`config.mk`:
```
export PLATFORM = sky130hd
export DESIGN_NAME = line_drawer
export DESIGN_NICKNAME = d
export VERILOG_FILES = /design/src/rtl/line_drawer.sv
export SDC_FILE = /design/constraint.sdc
export NUM_CORES = 1
export LEC_CHECK = 0
export BUFFER_PORTS_ARGS = -buffer_cell sky130_fd_sc_hd__buf_2
export CORE_AREA = 2 2 122 124
export CTS_CLUSTER_DIAMETER = 60
export DETAILED_ROUTE_END_ITERATION = 8
export DIE_AREA = 0 0 124 126
export GPL_TIMING_DRIVEN = 0
export PLACE_DENSITY = 0.8
export SLEW_MARGIN = 10
export SYNTH_ARGS = -nofsm -noshare
export SYNTH_HDL_FRONTEND = slang
export SYNTH_SLANG_ARGS = --single-unit
```
`constraint.sdc`:
```
create_clock -name clk -period 7.8 [get_ports clk]
set_clock_uncertainty 0.15 [all_clocks]
set_input_delay 0.39 -clock clk [delete_from_list [all_inputs] [get_ports clk]]
set_output_delay 0.39 -clock clk [all_outputs]
set_load 0.05 [all_outputs]
```
`src/rtl/line_drawer.sv`:
```
// Bresenham line rasteriser: walks (x0,y0)->(x1,y1) in any octant and streams one
// coloured pixel per accepted valid/ready handshake to the framebuffer writer.
//
// state | meaning
// IDLE  | waiting for start; busy low
// INIT  | compute deltas, step directions and initial error from latched endpoints
// DRAW  | present current pixel; advance on each accepted handshake
// DONE  | one-cycle done pulse, busy still high; returns to IDLE
module line_drawer #(
    parameter int XW = 10,
    parameter int YW = 9,
    parameter int CW = 8
) (
    input  logic          clk,
    input  logic          reset,
    input  logic          start,
    input  logic [XW-1:0] x0,
    input  logic [YW-1:0] y0,
    input  logic [XW-1:0] x1,
    input  logic [YW-1:0] y1,
    input  logic [CW-1:0] colour_i,
    input  logic          abort,
    output logic          busy,
    output logic          done,
    output logic          px_valid,
    input  logic          px_ready,
    output logic [XW-1:0] px_x,
    output logic [YW-1:0] px_y,
    output logic [CW-1:0] px_colour
);

    localparam int MW = (XW > YW) ? XW : YW;
    localparam int EW = MW + 2;

    typedef enum logic [1:0] {IDLE, INIT, DRAW, DONE} state_t;

    state_t               state;
    logic [XW-1:0]        x0_r, x1_r;
    logic [YW-1:0]        y0_r, y1_r;
    logic signed [EW-1:0] dx, dy, err;
    logic                 sx_neg, sy_neg;

    logic signed [EW-1:0] x0_e, x1_e, y0_e, y1_e;
    logic signed [EW-1:0] x_diff, y_diff, dx_init, dy_init;
    logic signed [EW:0]   e2, dx_w, dy_w;
    logic signed [EW-1:0] err_next;
    logic                 step_x, step_y, at_end;
    logic [XW-1:0]        x_next;
    logic [YW-1:0]        y_next;

    assign x0_e = signed'({{(EW-XW){1'b0}}, x0_r});
    assign x1_e = signed'({{(EW-XW){1'b0}}, x1_r});
    assign y0_e = signed'({{(EW-YW){1'b0}}, y0_r});
    assign y1_e = signed'({{(EW-YW){1'b0}}, y1_r});

    always_comb begin
        x_diff  = x1_e - x0_e;
        y_diff  = y1_e - y0_e;
        dx_init = (x_diff < 0) ? -x_diff : x_diff;
        dy_init = (y_diff < 0) ? y_diff : -y_diff;
    end

    // e2 needs one bit beyond err; both step decisions use the same old err.
    always_comb begin
        e2       = {err, 1'b0};
        dx_w     = {dx[EW-1], dx};
        dy_w     = {dy[EW-1], dy};
        at_end   = (px_x == x1_r) && (px_y == y1_r);
        step_x   = (e2 >= dy_w) && (px_x != x1_r);
        step_y   = (e2 <= dx_w) && (px_y != y1_r);
        err_next = err;
        if (step_x) err_next = err_next + dy;
        if (step_y) err_next = err_next + dx;
        x_next   = px_x;
        y_next   = px_y;
        if (step_x) x_next = sx_neg ? px_x - 1'b1 : px_x + 1'b1;
        if (step_y) y_next = sy_neg ? px_y - 1'b1 : px_y + 1'b1;
    end

    always_ff @(posedge clk) begin
        if (reset) begin
            state     <= IDLE;
            busy      <= 1'b0;
            done      <= 1'b0;
            px_valid  <= 1'b0;
            px_x      <= '0;
            px_y      <= '0;
            px_colour <= '0;
            x0_r      <= '0;
            x1_r      <= '0;
            y0_r      <= '0;
            y1_r      <= '0;
            dx        <= '0;
            dy        <= '0;
            err       <= '0;
            sx_neg    <= 1'b0;
            sy_neg    <= 1'b0;
        end else begin
            case (state)
                IDLE: begin
                    done <= 1'b0;
                    if (start) begin
                        x0_r      <= x0;
                        y0_r      <= y0;
                        x1_r      <= x1;
                        y1_r      <= y1;
                        px_colour <= colour_i;
                        busy      <= 1'b1;
                        state     <= INIT;
                    end
                end
                INIT: begin
                    if (abort) begin
                        done  <= 1'b1;
                        state <= DONE;
                    end else begin
                        dx       <= dx_init;
                        dy       <= dy_init;
                        err      <= dx_init + dy_init;
                        sx_neg   <= (x1_r < x0_r);
                        sy_neg   <= (y1_r < y0_r);
                        px_x     <= x0_r;
                        px_y     <= y0_r;
                        px_valid <= 1'b1;
                        state    <= DRAW;
                    end
                end
                DRAW: begin
                    // A final handshake coinciding with abort ends the line the same way.
                    if (abort || (px_ready && at_end)) begin
                        px_valid <= 1'b0;
                        done     <= 1'b1;
                        state    <= DONE;
                    end else if (px_ready) begin
                        err  <= err_next;
                        px_x <= x_next;
                        px_y <= y_next;
                    end
                end
                DONE: begin
                    done  <= 1'b0;
                    busy  <= 1'b0;
                    state <= IDLE;
                end
                default: begin
                    state    <= IDLE;
                    busy     <= 1'b0;
                    done     <= 1'b0;
                    px_valid <= 1'b0;
                end
            endcase
        end
    end

endmodule

```
==> metrics.txt, run 1 <==
result of the run completed; synthesized netlist net count 1248; HPWL reported at the end of detailed placement 18160 um; count of cell types in the netlist 65; Die W 124 um; most used flip-flop cell after synthesis dfxtp_1; count of flip-flops with a built-in enable after synthesis 0; TritonCTS Buffers 9; synthesized area divided by synthesized cell count 7.773 sq um; utilization after layout 65.65%; met1 track demand over resource 41.19%; pin count of the biggest net entering global routing 18; Core ar. 14310 sq um; H-tree level count 3; crit path max-delay cell type a2111oi_0; CP Max Fanout 10; headroom to the max-slew limit 11.16%; library cell used as clock root buffer clkbuf_16; via count of the routed design 8094; cell taking the most area after synthesis dfxtp_1; maximum buffer depth of the clock tree 2; Via-to-Cell Ratio 5.904; final hold viol count 0; Largest stage delay, worst path 0.53 ns; area of the mapped netlist 8488 sq um; remaining number of nets flagged by the antenna check after routing 0; overall routed net length 23210 um; Final WS setup 2.412 ns; clock transition at the registers of the reported paths 0.07 ns; footprint of the multi-input gates 5881 sq um; global-route usage over all layers 30.72%; Crit Path Category register to register; min-delay worst type input port to register; detailed-router iteration count before antenna repair 7; startpoint class of the critical path register; buffer count from post-CTS setup fixing 0; worst slack on hold paths 0.1022 ns; ratio of final minimum period to clock period 69.08%; final weighted congestion in routability-driven placement 0.9224; area of the die 15620 sq um; number of nets in the final layout 1339; maximum capacitance violations 0; total area of sequential cells 2162 sq um; register bit count reported by yosys 108; post-DR wirelength/cell 16.93 um; CTS resizes 0; height of the die 126 um; I/O Buffers 80; GR Util met3 3.578%; Worst Setup Slack post-DPL 2.409 ns; final-report max-slew violation count 0; post-route setup TNS 0 ns; sequential share of the synthesized area 25.47%; Placement Rows 44; routing usage on met2 50.52%; TritonCTS clock tree done; first-pass GRT wire length 37720 um; Boundary Pins 81; filler cell count 1274; latest clock arrival within the worst-skew pair 0.37 ns; number of endpoints failing setup at the final stage 0; top cells by area in the synthesized netlist dfxtp_1 (25%), ha_1 (14%), nand2_1 (6.8%), a21oi_1 (6.6%), xnor2_1 (5.0%); fraction of synthesis flops using an asynchronous set or reset pin 0%; required time of the critical path 7.94 ns; number of buffers added to fix hold violations after cts 0; count of mapped cells out of synthesis 1092; Least-Margin Pin Slew 1.321 ns; sinks on the clock net 108; Starting Density 59.30%; antenna diode count 0; DRC violation count after routing 0; total of warnings raised by yosys 0; RSZ-0062 raised after global routing no; number of global-route vias before repair 7615; crit path cell chain ha_1, a21o_1, a21o_1, a2111oi_0, o21ai_1, nand3_1, buf_2, mux2i_1, ha_1, a211oi_1, o21bai_1, a31o_2, a41o_1, o41ai_1, xnor2_1, nand2_1, xnor2_1, a211oi_1; highest clock frequency the design can meet 185.6 MHz; arrival time of the worst setup path 5.52 ns; most used routing layer met2; Congestion Overflow GR 0; share of the synthesized area in the top cell type 25.47%; Worst setup EP type register; Period minus WS final 5.388 ns; Area Growth Syn to Fin 10.70%; antenna violations before repair 0; number of design-rule violations left by the first detailed-router iteration 605; share of cells above drive strength 1 10.28%
[critical path: cells and delay by family, from the launching register on]
kind / cells / cell delay [ns]
multiplexers: 1 / 0.36
flip-flops: 1 / 0.47
buffers and inverters: 1 / 0.35
AO/OA/AOI/OAI: 10 / 2.53
XOR/XNOR: 2 / 0.34
adder cells (fa/ha/maj): 2 / 0.61
AND/OR/NAND/NOR: 2 / 0.49
[per-stage QoR]
step                      area, sq um  instances
after floorplan                  8488       1092
after global placement           9119       1356
after detailed placement         9119       1356
after CTS                        9397       1371
after global routing             9397       1371
final                            9397       1371
[state kept, by name, summed over array words and instances, names as in the netlist]
signal     count
dy            12
px_y           9
x0_r          10
state          2
y1_r           9
px_valid       1
x1_r          10
y0_r           9
dx            12
done           1
sy_neg         1
sx_neg         1
err           12
px_x          10
busy           1
px_colour      8
[cells in the mapped netlist (15+ instances only)]
cell type / number
nor2_1: 86
ha_1: 98
inv_1: 79
nor2b_1: 15
a21oi_1: 112
nand2b_1: 15
mux2i_1: 18
a211oi_1: 36
xor2_1: 30
xnor2_1: 48
clkbuf_1: 36
nor3_1: 28
a21o_1: 22
dfxtp_1: 108
o21ai_0: 52
nand2_1: 153
[cells by family (layout without fill, tap and decap cells)]
group | Yosys count | in the layout | share of synthesized area, %
compound gates | 300 | 300 | 22.55
xor+xnor | 80 | 80 | 8.432
fa+ha+maj | 105 | 105 | 16.10
buf+inv | 118 | 213 | 5.248
flops | 108 | 108 | 25.47
mux | 30 | 30 | 3.715
simple gates | 351 | 351 | 18.48
[cell type report]
class                   count  share of cell area (%)
inverters                  79                   3.156
clock buffers              10                   2.543
clock inverters             5                  0.4128
multi-input cells         866                   62.58
flip-flops and latches    108                   23.01
plain buffers              39                   1.585
well taps                 184                   2.450
repair buffers             80                   4.261
[cell usage in the layout, fill, tap and decap left out, drive strengths merged, types with 7 or more instances in the layout]
| cell | instances |
|---|---|
| nor2 | 86 |
| xnor2 | 50 |
| a21o | 22 |
| o21a | 12 |
| xor2 | 30 |
| inv | 79 |
| a21oi | 113 |
| nor3 | 28 |
| dfxtp | 108 |
| o21ai | 57 |
| nand2b | 15 |
| mux2 | 12 |
| nor4 | 7 |
| nand2 | 153 |
| clkbuf | 46 |
| nand3 | 12 |
| mux2i | 18 |
| buf | 83 |
| fa | 7 |
| nor2b | 15 |
| a211oi | 37 |
| ha | 98 |
[path summary, 6_finish.rpt]
path	startpoint	endpoint	slack, ns	cells past startpoint
max reg2reg	err[7]	err[11]	2.41	18
max	err[7]	err[11]	2.41	18
min reg2reg	y0_r[7]	y0_r[7]	0.31	2
min	x1[0]	x1_r[0]	0.10	3
[metal layers]
layer	up-vias	wire (um)
met2	264	10780
met1	3769	10300
li1	4020	-
met3	41	1471
met4	0	665
met5	-	0
Power of run 1 is left out: the tool's default activity adds up to more than one toggle a clock period on the data nets, which glitch-free logic cannot reach.
==> run 2: changes to the inputs <==
--- a/config.mk
+++ b/config.mk
@@ -6,12 +6,12 @@
 export NUM_CORES = 1
 export LEC_CHECK = 0
 export BUFFER_PORTS_ARGS = -buffer_cell sky130_fd_sc_hd__buf_2
-export CORE_AREA = 2 2 122 124
+export CORE_AREA = 2 2 128 130
 export CTS_CLUSTER_DIAMETER = 60
 export DETAILED_ROUTE_END_ITERATION = 8
-export DIE_AREA = 0 0 124 126
+export DIE_AREA = 0 0 130 132
 export GPL_TIMING_DRIVEN = 0
-export PLACE_DENSITY = 0.8
+export PLACE_DENSITY = 0.76
 export SLEW_MARGIN = 10
 export SYNTH_ARGS = -nofsm -noshare
 export SYNTH_HDL_FRONTEND = slang
==> constraint.sdc (replaced) <==
create_clock -name clk -period 4.95 [get_ports clk]
set_clock_uncertainty 0.15 [all_clocks]
set_input_delay 0.2475 -clock clk [delete_from_list [all_inputs] [get_ports clk]]
set_output_delay 0.2475 -clock clk [all_outputs]
set_load 0.05 [all_outputs]
==> metrics.txt, run 2 (same netlist as run 1, synthesis figures left out) <==
Die W 130 um (was 124 um); clock transition at the registers of the reported paths 0.08 ns (was 0.07 ns); number of gates on the worst path with buffers counted 21 (was 18); maximum capacitance violations 0 (unchanged); Core ar. 15710 sq um (was 14310 sq um); maximum buffer depth of the clock tree 2 (unchanged); number of design-rule violations left by the first detailed-router iteration 548 (was 605); H-tree level count 3 (unchanged); latest clock arrival within the worst-skew pair 0.36 ns (was 0.37 ns); antenna diode count 0 (unchanged); number of nets in the final layout 1392 (was 1339); via count of the routed design 8320 (was 8094); TritonCTS clock tree done (unchanged); cell family with most CP delay compound AO/OA/AOI/OAI gates (unchanged); ratio of final minimum period to clock period 94.97% (was 69.08%); DRC violation count after routing 0 (unchanged); most prevalent standard cell on the critical path inv_1; sinks on the clock net 108 (unchanged); post-route setup TNS 0 ns (unchanged); post-DR wirelength/cell 17.14 um (was 16.93 um); final weighted congestion in routability-driven placement 0.9414 (was 0.9224); I/O Buffers 80 (unchanged); HPWL reported at the end of detailed placement 18280 um (was 18160 um); Least-Margin Pin Slew 1.242 ns (was 1.321 ns); Period minus WS final 4.701 ns (was 5.388 ns); Boundary Pins 81 (unchanged); area of the die 17160 sq um (was 15620 sq um); overall routed net length 24970 um (was 23210 um); Congestion Overflow GR 0 (unchanged); result of the run completed (unchanged); Worst setup EP type register (unchanged); Via-to-Cell Ratio 5.710 (was 5.904); commonest cells after routing, fill and taps aside nand2_1 (153), a21oi_1 (107), dfxtp_1 (107), ha_1 (98), nor2_1 (86) (was nand2_1 (153), a21oi_1 (112), dfxtp_1 (108), ha_1 (98), nor2_1 (86)); headroom to the max-slew limit 16.46% (was 11.16%); Hold Path Cell Cnt 4 (was 3); CP Max Fanout 6 (was 10); crit path max-delay cell type a2111o_1 (was a2111oi_0); number of endpoints failing setup at the final stage 0 (unchanged); detailed-router iteration count before antenna repair 5 (was 7); Starting Density 54.02% (was 59.30%); startpoint class of the critical path register (unchanged); number of global-route vias before repair 7902 (was 7615); required time of the critical path 5.02 ns (was 7.94 ns); TritonCTS Buffers 9 (unchanged); height of the die 132 um (was 126 um); arrival time of the worst setup path 4.78 ns (was 5.52 ns); min-delay worst type input port to register (unchanged); Area Growth Syn to Fin 18.96% (was 10.70%); non-filler instance count after layout 1457 (was 1371); highest clock frequency the design can meet 212.7 MHz (was 185.6 MHz); first-pass GRT wire length 39950 um (was 37720 um); largest registers dx: 12 flops, dy: 12 flops, err: 12 flops (unchanged); share of cells above drive strength 1 11.68% (was 10.28%); Crit Path Category register to register (unchanged); Largest stage delay, worst path 0.40 ns (was 0.53 ns); global-route usage over all layers 29.25% (was 30.72%); pin count of the biggest net entering global routing 21 (was 18); crit path cell chain inv_1, ha_1, inv_1, fa_1, a21o_1, a2111o_1, a21o_1, a21oi_4, o21a_4, nor2_1, a21oi_2, inv_1, ha_1, a211oi_2, o21ai_2, a211oi_1, o21bai_1, a21oi_2, nor2_1, a2111oi_2, a211oi_1 (was ha_1, a21o_1, a21o_1, a2111oi_0, o21ai_1, nand3_1, buf_2, mux2i_1, ha_1, a211oi_1, o21bai_1, a31o_2, a41o_1, o41ai_1, xnor2_1, nand2_1, xnor2_1, a211oi_1); Placement Rows 46 (was 44); antenna violations before repair 0 (unchanged); final-report max-slew violation count 0 (unchanged); Register-to-Register Path Depth 21 (was 18); final hold viol count 0 (unchanged); number of placed instances, taps included 1388 (was 1356); Buffers & Inverters on Critical Path 3 (was 1); remaining number of nets flagged by the antenna check after routing 0 (unchanged); library cell used as clock root buffer clkbuf_16 (unchanged); most frequent standard cell in the layout excluding fill and tap cells nand2_1 (unchanged)
## run 2: changes by cell type in the layout (fill, tap and decap cells not counted), moves of 4 or more
cell	delta
a21oi_1	-5
a21oi_2	+5
buf_4	+8
o21ai_0	-4
dlygate4sd3_1	+46
## run 2: worst reg2reg max path, stage by stage (launching register included)
cell and delay [ns]:
dfxtp_2 0.36, inv_1 0.07, ha_1 0.14, inv_1 0.05
fa_1 0.39, a21o_1 0.21, a2111o_1 0.40, a21o_1 0.22
a21oi_4 0.18, o21a_4 0.20, nor2_1 0.06, a21oi_2 0.20
inv_1 0.08, ha_1 0.32, a211oi_2 0.30, o21ai_2 0.13
a211oi_1 0.22, o21bai_1 0.12, a21oi_2 0.21, nor2_1 0.09
a2111oi_2 0.39, a211oi_1 0.09
## run 2: final timing paths
| check | startpoint | to | slack, ns |
|---|---|---|---|
| setup / recovery | x1_r[0] | err[11] | 0.25 |
| hold / removal | start | busy | 0.14 |
| setup reg to reg | x1_r[0] | err[11] | 0.25 |
| hold reg to reg | y0_r[6] | y0_r[6] | 0.31 |
## run 2: through the flow
step	area (sq um)	setup slack [ns]	hold slack, ns	utilization, %
after floorplan	8488	0.3690	0.2335	-
after global placement	9159	-0.3183	0.2892	58.29
after detailed placement	9159	-0.3859	0.2970	58.29
after CTS	9967	0.01397	0.1286	63.43
after global routing	10100	-0.03838	0.1715	64.26
final	10100	0.2488	0.1396	64.26
## run 2: cell type report
class	instances	area (sq um)
Multi-Input combinational cell	866	5998
Fill cell	1338	5615
Sequential cell	108	2163
Timing Repair Buffer	133	913.4
Inverter	79	296.5
Tap cell	216	270.3
Clock buffer	10	239.0
Buffer	39	151.4
Clock inverter	6	65.06
## run 2: per-layer routing
metal	share of wire, %	vias up	track usage (%)
met3	6.9	53	4.424
met2	47	280	47.85
met5	0	-	0
li1	-	4122	-
met4	3.3	0	11.11
met1	43	3865	38.68
## run 2: repair_timing
item / CTS / global route
buffers inserted: 0 / 7
endpoints found under the setup margin: 4 / 6
pin swaps: 0 / 7
gates resized for setup: 10 / 17
endpoints found under the hold margin: 46 / 0
hold buffers: 46 / 0
Power of run 2 is left out for the same reason.
==> run 3: changes to the inputs <==
--- a/config.mk
+++ b/config.mk
@@ -6,12 +6,11 @@
 export NUM_CORES = 1
 export LEC_CHECK = 0
 export BUFFER_PORTS_ARGS = -buffer_cell sky130_fd_sc_hd__buf_2
-export CORE_AREA = 2 2 128 130
+export CORE_AREA = 2 2 149 151
 export CTS_CLUSTER_DIAMETER = 60
 export DETAILED_ROUTE_END_ITERATION = 8
-export DIE_AREA = 0 0 130 132
+export DIE_AREA = 0 0 151 153
 export GPL_TIMING_DRIVEN = 0
-export PLACE_DENSITY = 0.76
 export SLEW_MARGIN = 10
 export SYNTH_ARGS = -nofsm -noshare
 export SYNTH_HDL_FRONTEND = slang
==> constraint.sdc (replaced) <==
create_clock -name clk -period 4.3 [get_ports clk]
set_clock_uncertainty 0.15 [all_clocks]
set_input_delay 0.215 -clock clk [delete_from_list [all_inputs] [get_ports clk]]
set_output_delay 0.215 -clock clk [all_outputs]
set_load 0.05 [all_outputs]
==> metrics.txt, run 3 (same netlist as run 1, synthesis figures left out) <==
result of the run complete, but fails checks (was completed); failing checks negative setup slack; TritonCTS clock tree done (unchanged); Starting Density 39.51% (was 54.02%); startpoint class of the critical path register (unchanged); antenna diode count 0 (unchanged); largest registers dx: 12 flops, dy: 12 flops, err: 12 flops (unchanged); required time of the critical path 4.37 ns (was 5.02 ns); pin count of the biggest net entering global routing 20 (was 21); Die W 151 um (was 130 um); Final WS setup -0.05460 ns (was 0.2488 ns); clock transition at the registers of the reported paths 0.08 ns (about the same); number of global-route vias before repair 8187 (was 7902); detailed-router iteration count before antenna repair 5 (unchanged); area of the die 23100 sq um (was 17160 sq um); Crit Path Category register to register (unchanged); Via-to-Cell Ratio 5.317 (was 5.710); global-route usage over all layers 23.24% (was 29.25%); final hold viol count 0 (unchanged); commonest cells after routing, fill and taps aside nand2_1 (150), a21oi_1 (105), dfxtp_1 (101), ha_1 (90), nor2_1 (85) (was nand2_1 (153), a21oi_1 (107), dfxtp_1 (107), ha_1 (98), nor2_1 (86)); Period minus WS final 4.355 ns (was 4.701 ns); Worst setup EP type register (unchanged); Core ar. 21490 sq um (was 15710 sq um); sinks on the clock net 108 (unchanged); TritonCTS Buffers 9 (unchanged); worst slack on hold paths 0.1162 ns (was 0.1396 ns); Worst Setup Slack post-DPL -1.005 ns (was -0.3859 ns); setup slack of the most critical reg-to-reg path -0.05 ns (was 0.25 ns); Placement Rows 54 (was 46); overall routed net length 26140 um (was 24970 um); headroom to the max-slew limit 14.44% (was 16.46%); highest clock frequency the design can meet 229.6 MHz (was 212.7 MHz); share of cells above drive strength 1 16.81% (was 11.68%); Boundary Pins 81 (unchanged); remaining number of nets flagged by the antenna check after routing 0 (unchanged); Least-Margin Pin Slew 1.273 ns (was 1.242 ns); I/O Buffers 80 (unchanged); CP Max Fanout 4 (was 6); maximum capacitance violations 0 (unchanged); Congestion Overflow GR 0 (unchanged); number of nets in the final layout 1418 (was 1392); arrival time of the worst setup path 4.43 ns (was 4.78 ns); maximum buffer depth of the clock tree 2 (unchanged); antenna violations before repair 0 (unchanged); min-delay worst type input port to register (unchanged); number of endpoints failing setup at the final stage 4 (was 0); HPWL reported at the end of detailed placement 19430 um (was 18280 um); ratio of final minimum period to clock period 101.3% (was 94.97%); H-tree level count 3 (unchanged); latest clock arrival within the worst-skew pair 0.36 ns (about the same); DRC violation count after routing 0 (unchanged); number of design-rule violations left by the first detailed-router iteration 459 (was 548); RSZ-0062 raised after global routing yes; height of the die 153 um (was 132 um); via count of the routed design 8226 (was 8320); post-DR wirelength/cell 16.90 um (was 17.14 um); final-report max-slew violation count 0 (unchanged); library cell used as clock root buffer clkbuf_16 (unchanged); Area Growth Syn to Fin 25.09% (was 18.96%); first-pass GRT wire length 42420 um (was 39950 um); final weighted congestion in routability-driven placement 0.9176 (was 0.9414); most frequent standard cell in the layout excluding fill and tap cells nand2_1 (unchanged)
==> run 3: cell count changes in the layout (fill, tap and decap cells not counted), sizes merged <==
cell      change
inv           -2
clkinvlp      +1
clkinv        +1
buf          +26
==> run 3: metal layers <==
layer	routed length (um)	global-route usage (%)	vias to the layer above
met5	0	0	-
met2	12250	39.00	179
met4	760	7.699	0
li1	-	-	4172
met3	1114	3.522	37
met1	12020	30.38	3838
==> run 3: area by class of cell <==
cell class,count,area (sq um)
Buffer,39,155.1
Clock buffer,10,229.0
Clock inverter,6,56.30
Fill cell,2116,10870
Inverter,79,296.5
Multi-Input combinational cell,866,6237
Sequential cell,108,2173
Tap cell,280,350.3
Timing Repair Buffer,159,1120
==> run 3: final timing paths <==
check,from,cells after the start,end
max,x1_r[0],22,err[11]
min,start,4,busy
max reg2reg,x1_r[0],22,err[11]
min reg2reg,px_colour[4],2,px_colour[4]
==> run 3: stage by stage <==
step / utilization [%] / cells / area, sq um / setup TNS [ns]
floorplan: - / 1092 / 8509 / -0.08307
global placement: 43.10 / 1452 / 9260 / -5.019
detailed placement: 43.10 / 1452 / 9260 / -5.020
CTS: 48.84 / 1538 / 10490 / -0.05399
global route: 49.42 / 1547 / 10620 / -1.404
finish: 49.42 / 1547 / 10620 / -0.1421
==> run 3: repair_timing <==
action,4_1_cts,5_1_grt
endpoints found under the setup margin,9,7
resized for setup,66,18
setup buffers,24,9
pin swaps,46,8
hold buffers,46,0
endpoints found under the hold margin,46,0
==> run 3: critical path, cell delays in order (launching register included) <==
cell	delay (ns)
dfxtp_4	0.36
inv_2	0.07
ha_4	0.12
inv_2	0.03
fa_2	0.34
a21o_1	0.18
a2111o_1	0.43
a21o_1	0.20
a21oi_4	0.20
o21a_4	0.19
buf_6	0.12
nand2_2	0.06
xnor2_2	0.14
ha_1	0.33
o21ai_2	0.08
o21ai_2	0.18
a211oi_2	0.10
o21bai_1	0.15
a21oi_2	0.10
a211oi_2	0.19
mux2i_1	0.15
a2111oi_4	0.28
a211oi_1	0.08
Power of run 3 is left out for the same reason.
